[config.mk]
export PLATFORM = sky130hd
export DESIGN_NAME = pc_sequencer
export DESIGN_NICKNAME = d
export VERILOG_FILES = /design/src/rtl/pc_sequencer_pkg.sv /design/src/rtl/pc_sequencer_npc_calc.sv /design/src/rtl/pc_sequencer.sv
export SDC_FILE = /design/constraint.sdc
export NUM_CORES = 1
export LEC_CHECK = 0
export ABC_AREA = 0
export CAP_MARGIN = 15
export CORE_MARGIN = 1
export CORE_UTILIZATION = 48
export CTS_BUF_LIST = sky130_fd_sc_hd__clkbuf_8 sky130_fd_sc_hd__clkbuf_16
export CTS_CLUSTER_SIZE = 28
export DETAILED_ROUTE_END_ITERATION = 8
export PLACE_DENSITY = 0.82
export SYNTH_ARGS = -nofsm -noshare
export SYNTH_HDL_FRONTEND = slang
export SYNTH_HIERARCHICAL = 1
export SYNTH_SLANG_ARGS = --single-unit
[constraint.sdc]
create_clock -name clk -period 3.7 [get_ports clk]
set_clock_uncertainty 0.1 [all_clocks]
set_input_delay 0.555 -clock clk [delete_from_list [all_inputs] [get_ports clk]]
set_output_delay 0.555 -clock clk [all_outputs]
set_load 0.02 [all_outputs]
[src/rtl/pc_sequencer_pkg.sv]
// Shared definitions for the PC sequencer: branch_op encodings, FSM state
// codes and the default fetch address after reset.
//
// Contents:
//   BR_NONE..BR_JR    ID-stage control-transfer encodings (5-7 decode as none)
//   pc_state_t        sequencer FSM states (ST_BOOT, ST_RUN, ST_ERR)
//   RESET_PC_DEFAULT  default fetch address after reset
package pc_sequencer_pkg;

   localparam logic [2:0] BR_NONE = 3'd0;
   localparam logic [2:0] BR_BEQ  = 3'd1;
   localparam logic [2:0] BR_BNE  = 3'd2;
   localparam logic [2:0] BR_J    = 3'd3;
   localparam logic [2:0] BR_JR   = 3'd4;

   typedef enum logic [1:0] {
      ST_BOOT = 2'd0,
      ST_RUN  = 2'd1,
      ST_ERR  = 2'd2
   } pc_state_t;

   localparam logic [31:0] RESET_PC_DEFAULT = 32'h0000_3000;

   // Word offset to byte offset, sign-extended to 32 bits.
   function automatic logic [31:0] sext_word_offset(input logic [15:0] imm);
      return {{14{imm[15]}}, imm, 2'b00};
   endfunction

endpackage

[src/rtl/pc_sequencer_npc_calc.sv]
// Next-PC calculator: purely combinational branch condition and target
// generation for the instruction currently in ID.
//
// Ports:
//   branch_op   in   3   ID-stage control encoding
//   cmp_eq      in   1   rs == rt from the ID-stage comparator
//   imm16       in   16  branch offset in words
//   j_index     in   26  jump index
//   jr_target   in   32  forwarded rs value for jr
//   if_id_pc4   in   32  PC+4 of the ID-stage instruction
//   taken       out  1   branch condition true (not gated by pipeline state)
//   target      out  32  word-aligned transfer target
//   misaligned  out  1   jr whose target has non-zero low bits
module pc_sequencer_npc_calc
   import pc_sequencer_pkg::*;
(
   input  logic [2:0]  branch_op,
   input  logic        cmp_eq,
   input  logic [15:0] imm16,
   input  logic [25:0] j_index,
   input  logic [31:0] jr_target,
   input  logic [31:0] if_id_pc4,
   output logic        taken,
   output logic [31:0] target,
   output logic        misaligned
);

   logic [31:0] br_target;
   logic [31:0] j_target;
   logic [31:0] jr_aligned;

   assign br_target  = if_id_pc4 + sext_word_offset(imm16);
   assign j_target   = {if_id_pc4[31:28], j_index, 2'b00};
   // Misaligned jr still redirects, but to the word containing the target.
   assign jr_aligned = {jr_target[31:2], 2'b00};

   always_comb begin
      taken  = 1'b0;
      target = br_target;
      case (branch_op)
         BR_BEQ: begin
            taken  = cmp_eq;
            target = br_target;
         end
         BR_BNE: begin
            taken  = ~cmp_eq;
            target = br_target;
         end
         BR_J: begin
            taken  = 1'b1;
            target = j_target;
         end
         BR_JR: begin
            taken  = 1'b1;
            target = jr_aligned;
         end
         default: begin
            taken  = 1'b0;
            target = br_target;
         end
      endcase
   end

   assign misaligned = (branch_op == BR_JR) && (jr_target[1:0] != 2'b00);

endmodule

[src/rtl/pc_sequencer.sv]
// PC sequencer: owns the fetch PC and the IF/ID pipeline register, resolves
// branches in ID using the external equality comparator, and redirects fetch
// with single-delay-slot semantics (the instruction fetched alongside a taken
// branch is always latched into IF/ID, never flushed).
//
// Ports:
//   clk          in   1   rising-edge clock
//   reset        in   1   asynchronous active-high reset
//   stall        in   1   hazard stall; freezes PC and IF/ID
//   branch_op    in   3   ID-stage control encoding
//   cmp_eq       in   1   rs == rt for the ID-stage instruction
//   imm16        in   16  branch offset in words
//   j_index      in   26  jump index
//   jr_target    in   32  forwarded rs value for jr
//   instr_in     in   32  instruction memory data at address pc
//   pc           out  32  current fetch address
//   if_id_instr  out  32  instruction presented to ID
//   if_id_pc4    out  32  PC+4 of that instruction
//   if_id_valid  out  1   IF/ID holds a real instruction
//   redirect     out  1   combinational: taken transfer this cycle
//   addr_err     out  1   sticky: misaligned jr target seen
module pc_sequencer
   import pc_sequencer_pkg::*;
#(
   parameter logic [31:0] RESET_PC = RESET_PC_DEFAULT,
   parameter int unsigned ADDR_W   = 32
) (
   input  logic              clk,
   input  logic              reset,
   input  logic              stall,
   input  logic [2:0]        branch_op,
   input  logic              cmp_eq,
   input  logic [15:0]       imm16,
   input  logic [25:0]       j_index,
   input  logic [31:0]       jr_target,
   input  logic [31:0]       instr_in,
   output logic [ADDR_W-1:0] pc,
   output logic [31:0]       if_id_instr,
   output logic [ADDR_W-1:0] if_id_pc4,
   output logic              if_id_valid,
   output logic              redirect,
   output logic              addr_err
);

   pc_state_t   state_q;
   logic [31:0] pc_q;
   logic [31:0] if_id_instr_q;
   logic [31:0] if_id_pc4_q;
   logic        if_id_valid_q;
   logic        addr_err_q;

   logic        cond_taken;
   logic [31:0] target;
   logic        misaligned;
   logic        resolve;
   logic        taken;
   logic [31:0] pc_plus4;

   pc_sequencer_npc_calc u_npc_calc (
      .branch_op  (branch_op),
      .cmp_eq     (cmp_eq),
      .imm16      (imm16),
      .j_index    (j_index),
      .jr_target  (jr_target),
      .if_id_pc4  (if_id_pc4_q),
      .taken      (cond_taken),
      .target     (target),
      .misaligned (misaligned)
   );

   // Branches resolve only on a real, unstalled ID instruction while running;
   // a stalled branch is simply re-evaluated on the first unstalled cycle.
   assign resolve  = (state_q == ST_RUN) && if_id_valid_q && !stall;
   assign taken    = resolve && cond_taken;
   assign pc_plus4 = pc_q + 32'd4;  // wraps 0xFFFF_FFFC -> 0

   always_ff @(posedge clk or posedge reset) begin
      if (reset) begin
         state_q       <= ST_BOOT;
         pc_q          <= RESET_PC;
         if_id_instr_q <= 32'd0;
         if_id_pc4_q   <= 32'd0;
         if_id_valid_q <= 1'b0;
         addr_err_q    <= 1'b0;
      end else begin
         case (state_q)
            ST_BOOT: begin
               state_q <= ST_RUN;
               if (!stall) begin
                  pc_q          <= pc_plus4;
                  if_id_instr_q <= instr_in;
                  if_id_pc4_q   <= pc_plus4;
                  if_id_valid_q <= 1'b1;
               end
            end
            ST_RUN: begin
               if (!stall) begin
                  // Delay slot: IF/ID always takes the instruction at pc.
                  if_id_instr_q <= instr_in;
                  if_id_pc4_q   <= pc_plus4;
                  if_id_valid_q <= 1'b1;
                  pc_q          <= taken ? target : pc_plus4;
                  if (taken && misaligned) begin
                     addr_err_q <= 1'b1;
                     state_q    <= ST_ERR;
                  end
               end
            end
            ST_ERR: begin
               // Absorbing: pc frozen, pipeline drained, only reset recovers.
               if_id_valid_q <= 1'b0;
            end
            default: begin
               state_q <= ST_ERR;
            end
         endcase
      end
   end

   assign pc          = pc_q;
   assign if_id_instr = if_id_instr_q;
   assign if_id_pc4   = if_id_pc4_q;
   assign if_id_valid = if_id_valid_q;
   assign redirect    = taken;
   assign addr_err    = addr_err_q;

endmodule

After elaboration in Yosys (flattened, before gate mapping)
Cells that the tools add are included. Widths: inputs -> output; s select.

Bitwise gates (word level): 3. Add/sub/neg operators: 2. Multiplexer cells: 11. Reductions and logical operators: 17. Equal/unequal tests: 10.

Operator list (number): $pmux 32 s2 (2); $mux 32 (3); $add 32x3->32 const B (1); $add 32x32->32 (1); $reduce_and 3->1 (3); $eq 3x2->1 const B (2); $ne 2x2->1 const B (3); $pmux 2 s3 (1); $reduce_bool 2->1 (3); $logic_and 1x1->1 (5); $mux 2 (2); $reduce_and 2->1 (2); $reduce_or 2->1 (2); $eq 3x1->1 const B (1); $eq 3x3->1 const B (1); $not 1->1 (3); $pmux 1 s3 (1); $eq 2x1->1 const B (1); $eq 2x2->1 const B (1); $logic_not 2->1 (1); $ne 2x1->1 const B (1); $pmux 1 s2 (1); $logic_not 1->1 (1); $mux 1 (1).

Input bits: 113. Flip-flop bits (word level): 100. Logic and storage cells: 49.

Depth between registers and ports, before layout
Gate-level depths: netlist (run 1).

Depth after elaboration: 8. Depth in mapped cells: 15. Depth with buffers taken out: 15.

Hierarchy
The synthesis (run 1) kept the hierarchy.

Modules (own cells, without submodules): pc_sequencer (times used 1, seq. area each 2504.9 um2, cells an instance 529, area each 4738.3 um2); pc_sequencer_npc_calc (times used 1, seq. area each 0.0 um2, cells an instance 313, area each 2154.6 um2).

Least setup slack after synthesis (run 1)
Ideal clock, no wire load.

Kind: input to register. Start: input imm16[8]. End: register pc_q[31] (netlist: pc[31]). Setup slack: 0.502 ns. Setup time: 0.132 ns. Path buffers: 0. Data required time: 3.468 ns. Cell stages on the path: 13. Data arrival time: 2.966 ns. Cell sequence: ha_1 -> a211oi_2 -> nor2_1 -> o41ai_2 -> a31oi_1 -> o211a_1 -> or4_4 -> a21oi_2 -> xnor2_1 -> o311ai_2 -> and3_1 -> a21oi_1 -> o211ai_1.

Longest elaborated chain between the ends: 5.

Ends and longest elaborated chain: start: declaration (line pc_sequencer.sv:33) `input logic [15:0] imm16,`; $add 32x32->32 (line pc_sequencer_npc_calc.sv:32) `assign br_target = if_id_pc4 + sext_word_offset(imm16);`; $pmux 32 s2 (line pc_sequencer_npc_calc.sv:40) `case (branch_op)`; named net target[31] (line pc_sequencer.sv:53) `logic [31:0] target;`; $mux 32 (line pc_sequencer.sv:102) `pc_q <= taken ? target : pc_plus4;`; $mux 32 (line pc_sequencer.sv:97) `if (!stall) begin`; $pmux 32 s2 (line pc_sequencer.sv:86) `case (state_q)`; end signal: assignment (line pc_sequencer.sv:90) `pc_q <= pc_plus4;`; end signal: assignment (line pc_sequencer.sv:102); end: declaration (line pc_sequencer.sv:46) `logic [31:0] pc_q;`.

The timed path passes the listed nets, and every way through them passes these cells. The select of a mux whose other input is x is not followed. A chain may end at the register's enable or synchronous reset.

Worst setup path after layout (run 1)
Start: input imm16[3]. End: register pc_q[31] (netlist: pc[31]).

The elaborated chain is that of the path after synthesis.

==> summary.txt, run 1 <==
Route
  – DR vias: roughly 7,200
  – Routed len/inst: approximately 17 um
  – 1st-iter DRT viols: 577
  – Drt total wl: between 20,000 and 25,000 um
  – Drt first pass iters: 5
  – DRC viols: 0
  – Post-DR vias/cell: 5.69
  – DRT antenna net count: 0

Power and ir drop
  – Clk network pwr share: between 10% and 20%
  – Internal Power: ~4.4 mW
  – Power density cells: ~810 nW/um2
  – Peak VDD IR: around 0.00041 V
  – Sequential share of power: 27.1%
  – Switching Share: between 40% and 50%
  – Switch Pwr: around 3.5 mW
  – Combinational share of power: between 60% and 70%
  – Power, Total: ~8 mW
  – P_leak: between 4 and 5 nW

Finish
  – Diode count: 0
  – Commonest non-fill, non-tap cell in the layout: clkdlybuf4s50_1
  – Share of layout cells above drive strength 1: about a tenth
  – # nets final: 1,218
  – Area Growth Syn to Fin: 41.9%
  – Most frequent cells in the layout: 211 x clkdlybuf4s50_1, 190 x nand2_1, 98 x dfrtp_1

Logic synthesis
  – Post-Syn Nets: 986
  – EDFF count, synth: 0
  – Post-synthesis cell type count: between 70 and 80
  – Seq/Total Area, Yosys: 36.3%
  – Avg Cell Area, Syn: between 8 and 9 um2
  – Cells after Synth: between 800 and 900
  – Post-synthesis cell area: between 6000 and 7000 um2
  – Synth Register Bits: 100
  – Ys Warns: 6
  – Top_reg_cell synth: dfrtp_1
  – Ys async rst share: 100%

Clock tree
  – Postcts setup bufs: 0
  – TritonCTS Buffers: 9
  – CTS sink cnt: 100
  – Worst-Skew Late Latency: 350 ps
  – H-tree Lvls: 3
  – Worst-path clk slew: roughly 70 ps
  – CTS tree: yes
  – CTS Hold Bufs: 0
  – Clock Tree Root: clkbuf_16
  – CTS max path bufs: 2

Critical path
  – Worst EP required: 3820 ps
  – Cell mode on critical path: a21oi_1
  – Highest fanout seen on the critical path: 2
  – R2R depth: 13
  – Worst r2r dst: pc[31]$_DFFE_PP0P_
  – Critical Path, Cell by Cell: clkdlybuf4s50_1, ha_1, a21o_1, a21oi_1, a211o_1, a31oi_1, o211a_1, or4_4, a21oi_2, xnor2_1, o311ai_2, and3_1, a21oi_1, o211ai_1
  – Crit end category: register
  – Slowest cell delay on critical path: about 530 ps
  – Slowest stage cell on the critical path: or4_4
  – Crit path max-delay family: compound AO/OA/AOI/OAI gates
  – Critical path class: in -> reg
  – Buffers plus inverters on the worst setup path: 1
  – R2R setup slack: 410 ps
  – CP Launch Type: primary input
  – Arrival @ worst endpoint: between 3000 and 4000 ps
  – Worst reg2reg path startpoint: if_id_pc4[5]$_DFFE_PP0P_

Outcome
  – Status: finished clean

Timing
  – Fmax achieved: around 290 MHz
  – Final Hold Vio Count: 0
  – Final period util: between 90 and 100%
  – Fin crit period: between 3000 and 4000 ps
  – Final setup viols: 0
  – Slew margin rel.: roughly 45%
  – RSZ-0062 raised after global routing: false
  – Worst Tran Pin Value: slightly above 800 ps
  – Setup TNS: 0 ps
  – Pins Over Slew Limit: 0

Placement
  – Post-DP HPWL: ~16,000 um
  – # port buffers: 211
  – GPL Wtd Cong: around 0.91

Global routing
  – GRT Overall Usage: 29.8%
  – Total gr overflow: 0
  – Vias in the first global route: a little under 7,000
  – Largest net degree at the start of global routing: 78
  – Global-route wire length before repair: ~34,000 um
  – Initial antenna violation count: 0

Die
  – DIE HEIGHT: roughly 120 um
  – CORE AREA: roughly 14,000 um2
  – Die X: 122 um
  – Ports: between 200 and 250
  – Die area: around 15,000 um2
  – Site row count: 43
  – Initial Util: between 40 and 50%

Worst hold path
  – Hold Crit Class: reg -> reg
  – Worst hold stages: 2
  – Hold Crit Endpoint: if_id_instr[3]$_DFFE_PP0P_
  – Min-delay src: if_id_instr[3]$_DFFE_PP0P_

Job
  – Max Cap Violations: 0
## timing repair
item | CTS | global route
gates resized for setup | 0 | 2
endpoints found under the setup margin | 0 | 5
hold endpoints to repair | 0 | 0
## per-layer routing
layer	vias up	GRT usage, %	routed length, um
met4	0	11.0	425
li1	3479	-	-
met5	-	0	0
met3	34	6.79	2140
met1	3343	41.3	9570
met2	302	45.4	9490
## worst min-delay path, cell delays in order (launching register included)
cell	delay, ps
dfrtp_1	340
nand2_1	50
nand2_1	60
## Yosys cell counts (6+ instances only)
library cell  count  area [um2]
and2_1            6        37.5
xor2_1           33         289
nand3_1          28         140
o21ai_1          10        50.1
ha_1             30         375
dfrtp_1          98        2450
nor2b_1           6        37.5
a21oi_1          58         290
a21o_1           13        97.6
and3_1           13        81.3
clkbuf_1         39         146
a22oi_1          27         203
a211oi_1          6        45.0
nand2_1         190         713
xnor2_1          19         166
o22ai_1          17         106
a31oi_1           7        43.8
a2bb2oi_1        14         123
inv_1            15        56.3
nor3_1            6        30.0
o21ai_0          67         335
nor2_1           33         124
nand4_1          12        75.1
## stage by stage
step	util (%)	setup slack, ps	area (um2)	hold WS, ps	std cells
finish	70.2	207	9780	374	1259
global route	70.2	5.65	9780	400	1259
CTS	70.2	151	9780	379	1259
detailed placement	68.0	-179	9480	362	1243
global placement	68.0	-131	9480	357	1243
floorplan	-	430	6890	356	842
## power groups by stage
stage,combinational [mW],clock [mW],sequential [mW]
after global routing,5.22,1.03,2.21
after floorplan,2.29,0,2.55
after detailed placement,4.75,0,2.15
after global placement,4.67,0,2.13
after CTS,4.77,0.990,2.13
final,4.80,0.974,2.15
## registers in the layout (all words and copies together), names as in the netlist
| name | cells |
|---|---|
| if_id_instr | 32 |
| addr_err | 1 |
| if_id_valid | 1 |
| if_id_pc4 | 32 |
| state_q | 2 |
| pc | 32 |
## layout make-up
class / count / area [um2]
clock inverter: 7 / 80.1
tap: 180 / 225
sequential: 100 / 2500
fill: 1157 / 4150
multi-input combinational: 678 / 4120
inverter: 15 / 58.8
clock buffer: 9 / 225
timing repair buffer: 270 / 2570
## logic make-up (layout without fill, tap and decap cells)
kind of cell / count (synthesis) / count (layout) / synth area share (%)
muxes: 5 / 5 / 0.781
buffers and inverters: 64 / 301 / 4.17
AOI/OAI and AO/OA: 253 / 253 / 23.3
and+or+nand+nor: 337 / 337 / 23.1
adders and majority gates: 31 / 31 / 5.74
DFF: 100 / 100 / 36.3
xor gates and xnor gates: 52 / 52 / 6.61
## worst max-delay path by stage
| stage | slack [ps] | from | endpoint | cells after the start |
|---|---|---|---|---|
| 5_1_grt | 6 | imm16[0] | pc[28]$_DFFE_PP0P_ | 15 |
| 4_1_cts | 150 | imm16[0] | pc[26]$_DFFE_PP0P_ | 16 |
| 2_1_floorplan | 430 | reset | addr_err$_DFFE_PP0P_ | 1 |
| 3_5_place_dp | -180 | imm16[0] | pc[30]$_DFFE_PP0P_ | 16 |
| 3_3_place_gp | -130 | imm16[0] | pc[22]$_DFFE_PP0P_ | 16 |
| 6_report | 210 | imm16[3] | pc[31]$_DFFE_PP0P_ | 14 |
(Power assumes the default switching activity.)
==> run 2, diff against run 1 <==
--- a/config.mk
+++ b/config.mk
@@ -15,5 +15,4 @@
 export PLACE_DENSITY = 0.82
 export SYNTH_ARGS = -nofsm -noshare
 export SYNTH_HDL_FRONTEND = slang
-export SYNTH_HIERARCHICAL = 1
 export SYNTH_SLANG_ARGS = --single-unit
==> run 2 against run 1 <==
Effect of this change:
- combinational power shrank 11%
- setup slack gained 210 ps
- critical endpoint is now pc[20]$_DFFE_PP0P_
- first-iteration DRC count grew 13%
- cell count shrank 6.0%
- synthesized cell count shrank 3.2%
- count of clock-buffer cells in the layout grew 1
- clock power grew 9.9%
- sequential share of layout area grew 1.4 points
- routed wire length shrank 2.4%
- global-route usage grew 0.65 points
- die area shrank 3.2%
- sequential power grew 2%
==> summary.txt, run 2 <==
Clock tree
  – CTS tree: yes
  – Postcts setup bufs: 0 (unchanged)
  – TritonCTS Buffers: 9 (unchanged)
  – Post_cts resized: 0 (unchanged)
  – Worst-path clk slew: 70 ps (about the same)
  – CTS sink cnt: 100 (unchanged)
  – CTS max path bufs: 2 (unchanged)
  – H-tree Lvls: 3 (unchanged)
  – CTS Hold Bufs: 0 (unchanged)
  – Clock Tree Root: clkbuf_16
  – Worst-Skew Late Latency: 360 ps (about the same)

Timing
  – Hold WS: 377 ps (+3.01 ps)
  – Final Hold Vio Count: 0 (unchanged)
  – Fmax achieved: 304 MHz (+6.3%)
  – RSZ-0062 raised after global routing: false
  – Pins Over Slew Limit: 0 (unchanged)
  – Worst Tran Pin Value: 701 ps (-127 ps)
  – Final setup viols: 0 (unchanged)
  – Final period util: 88.9% (-5.6 points)
  – Setup TNS: 0 ps (unchanged)
  – Slew margin rel.: 53.2% (+8.6 points)
  – Fin crit period: 3290 ps (-206 ps)

Power and ir drop
  – Combinational share of power: 56.7% (-3.9 points)
  – Power density cells: 811 nW/um2 (+0.15%)
  – Switching Share: 44.7% (-0.058 points)
  – Clk network pwr share: 14.2% (+1.9 points)
  – Peak VDD IR: 0.000485 V (+17%)
  – P_leak: 3.96 nW (-8.4%)
  – Internal Power: 4.16 mW (-4.9%)
  – Sequential share of power: 29.1% (+2.0 points)
  – Switch Pwr: 3.36 mW (-5.2%)

Placement
  – # port buffers: 211 (unchanged)
  – Post-DP HPWL: 15,200 um (-7.3%)
  – GPL Wtd Cong: 0.956 (+5.3%)

Critical path
  – Critical path class: in -> reg
  – Crit path max-delay family: compound AO/OA/AOI/OAI gates
  – Crit end category: register
  – Worst EP required: 3840 ps (+20 ps)
  – Highest fanout seen on the critical path: 5 (+3)
  – Slowest stage cell on the critical path: fa_1
  – Instance count on the critical path: 11 (-3)
  – Slowest cell delay on critical path: 430 ps (-100 ps)
  – CP Launch Type: primary input
  – Critical Path, Cell by Cell: clkdlybuf4s50_1, ha_1, fa_1, a211oi_1, o21bai_1, o21ai_2, o211ai_1, a21bo_2, a31oi_1, xnor2_1, a221o_1
  – R2R depth: 10 (-3)
  – Buffers plus inverters on the worst setup path: 1 (unchanged)
  – Arrival @ worst endpoint: 3430 ps (-180 ps)

Logic synthesis
  – Post-Syn Nets: 959 (-2.7%)
  – Largest area contributor in the netlist: dfrtp_1
  – Synth Register Bits: 100 (unchanged)
  – Share of the synthesized area in the top cell type: 36.8% (+1.2 points)
  – Seq/Total Area, Yosys: 37.5% (+1.2 points)
  – EDFF count, synth: 0 (unchanged)
  – Most frequent cell after synthesis: nand2_1
  – Top cells by count, synth: 190 x nand2_1, 98 x dfrtp_1, 72 x o21ai_0
  – Post-synthesis cell area: 6670 um2 (-3.2%)
  – Ys Warns: 0 (-6)
  – Ys async rst share: 100% (unchanged)
  – Cells after Synth: 815 (-3.2%)
  – Top_reg_cell synth: dfrtp_1
  – Avg Cell Area, Syn: 8.19 um2 (about the same)
  – Top area cells in the synthesized netlist: dfrtp_1 37%, nand2_1 11%, ha_1 5.6%, o21ai_0 5.4%, a21oi_1 4.8%
  – Post-synthesis cell type count: 67 (-8.2%)

Finish
  – Commonest non-fill, non-tap cell in the layout: clkdlybuf4s50_1
  – Diode count: 0 (unchanged)
  – Most frequent cells in the layout: 211 x clkdlybuf4s50_1, 190 x nand2_1, 98 x dfrtp_1
  – Fillers: 1,084 (-6.3%)
  – Area Growth Syn to Fin: 39.0%
  – Share of layout cells above drive strength 1: 5.85% (-4.8 points)
  – # nets final: 1,147 (-5.8%)
  – Final Util: 69.2% (-0.99 points)

Route
  – DRC viols: 0 (unchanged)
  – DR vias: 6,860 (-4.2%)
  – Drt total wl: 21,100 um (-2.4%)
  – Drt first pass iters: 6 (+1)
  – 1st-iter DRT viols: 650 (+13%)
  – DRT antenna net count: 0 (unchanged)
  – Post-DR vias/cell: 5.79 (+1.9%)
  – Routed len/inst: 17.8 um (+3.8%)

Global routing
  – GRT Overall Usage: 30.5% (+0.65 points)
  – Initial antenna violation count: 0 (unchanged)
  – Global-route wire length before repair: 34,200 um (-0.42%)
  – Largest net degree at the start of global routing: 62 (-21%)
  – Vias in the first global route: 6,826 (-0.64%)
  – Total gr overflow: 0 (unchanged)

Worst hold path
  – Worst hold stages: 2 (unchanged)
  – Hold Crit Class: reg -> reg

Die
  – Die area: 14,400 um2 (-3.2%)
  – CORE AREA: 13,400 um2 (-3.8%)
  – DIE HEIGHT: 120 um (-1.6%)
  – Ports: 212 (unchanged)
  – Die X: 120 um (-1.6%)
  – Site row count: 42 (-2.3%)
  – Initial Util: 49.8% (+0.32 points)

Job
  – Max Cap Violations: 0 (unchanged)

Outcome
  – Status: finished clean
[run 2: changes by cell type in the layout (fill, tap and decap cells not counted), sizes merged, moves of 9 or more]
| cell | before | now |
|---|---|---|
| a21o | 16 | 7 |
| a221oi | 0 | 18 |
| a22oi | 28 | 11 |
| a2bb2oi | 14 | 0 |
| buf | 59 | 15 |
| xnor2 | 19 | 28 |
| xor2 | 33 | 22 |
[run 2: worst paths after layout]
check | slack [ps] | to | from
min in group asynchronous | 530 | if_id_instr[7]$_DFFE_PP0P_ | reset
min | 380 | if_id_instr[21]$_DFFE_PP0P_ | if_id_instr[21]$_DFFE_PP0P_
max reg2reg | 610 | pc[20]$_DFFE_PP0P_ | if_id_pc4[2]$_DFFE_PP0P_
min reg2reg | 380 | if_id_instr[21]$_DFFE_PP0P_ | if_id_instr[21]$_DFFE_PP0P_
max | 410 | pc[20]$_DFFE_PP0P_ | imm16[0]
max in group asynchronous | 2200 | pc[13]$_DFFE_PP1P_ | reset
[run 2: kinds of logic after synthesis]
family | Yosys count | synth area share (%)
AND/OR/NAND/NOR | 317 | 21.7
flip-flops | 100 | 37.5
multiplexers | 4 | 0.638
adder cells (fa/ha/maj) | 31 | 5.93
XOR/XNOR | 50 | 6.56
AO/OA/AOI/OAI | 244 | 23.4
buffers and inverters | 69 | 4.22
[run 2: final cells by class]
class	instances	area, um2	share of cell area (%)
Timing Repair Buffer	226	2240	24.1
Clock buffer	10	239	2.58
Tap cell	176	220	2.37
Multi-Input combinational cell	646	3910	42.1
Clock inverter	6	92.6	0.998
Sequential cell	100	2500	27.0
Inverter	20	77.6	0.836
[run 2: power by group through the flow]
stage | registers, mW | logic [mW] | clock network, mW
2_1_floorplan | 2.65 | 2.01 | 0
3_5_place_dp | 2.19 | 4.23 | 0
4_1_cts | 2.18 | 4.26 | 1.08
3_3_place_gp | 2.18 | 4.16 | 0
5_1_grt | 2.27 | 4.63 | 1.12
6_report | 2.19 | 4.26 | 1.07
[run 2: stage by stage]
step | setup slack, ps | cells | area [um2] | power, mW
2_1_floorplan | 430 | 815 | 6670 | 4.67
3_3_place_gp | 88.4 | 1168 | 8940 | 6.34
3_5_place_dp | 67.1 | 1168 | 8940 | 6.42
4_1_cts | 430 | 1184 | 9280 | 7.52
5_1_grt | 224 | 1184 | 9280 | 8.02
6_report | 412 | 1184 | 9280 | 7.52
[run 2: per-layer routing]
metal | wire (um) | share of wire [%] | track usage, %
met1 | 8970 | 42 | 38.7
met2 | 9900 | 47 | 49.7
met3 | 1850 | 8.8 | 9.08
met4 | 408 | 1.9 | 9.61
met5 | 0 | 0 | 0
[run 2: worst register-to-register path, stage by stage (launching register included)]
cell,delay (ps)
dfrtp_1,420
ha_1,220
fa_1,430
a211oi_1,320
o21bai_1,170
o21ai_2,290
o211ai_1,140
a21bo_2,240
a31oi_1,210
xnor2_1,90
a221o_1,340
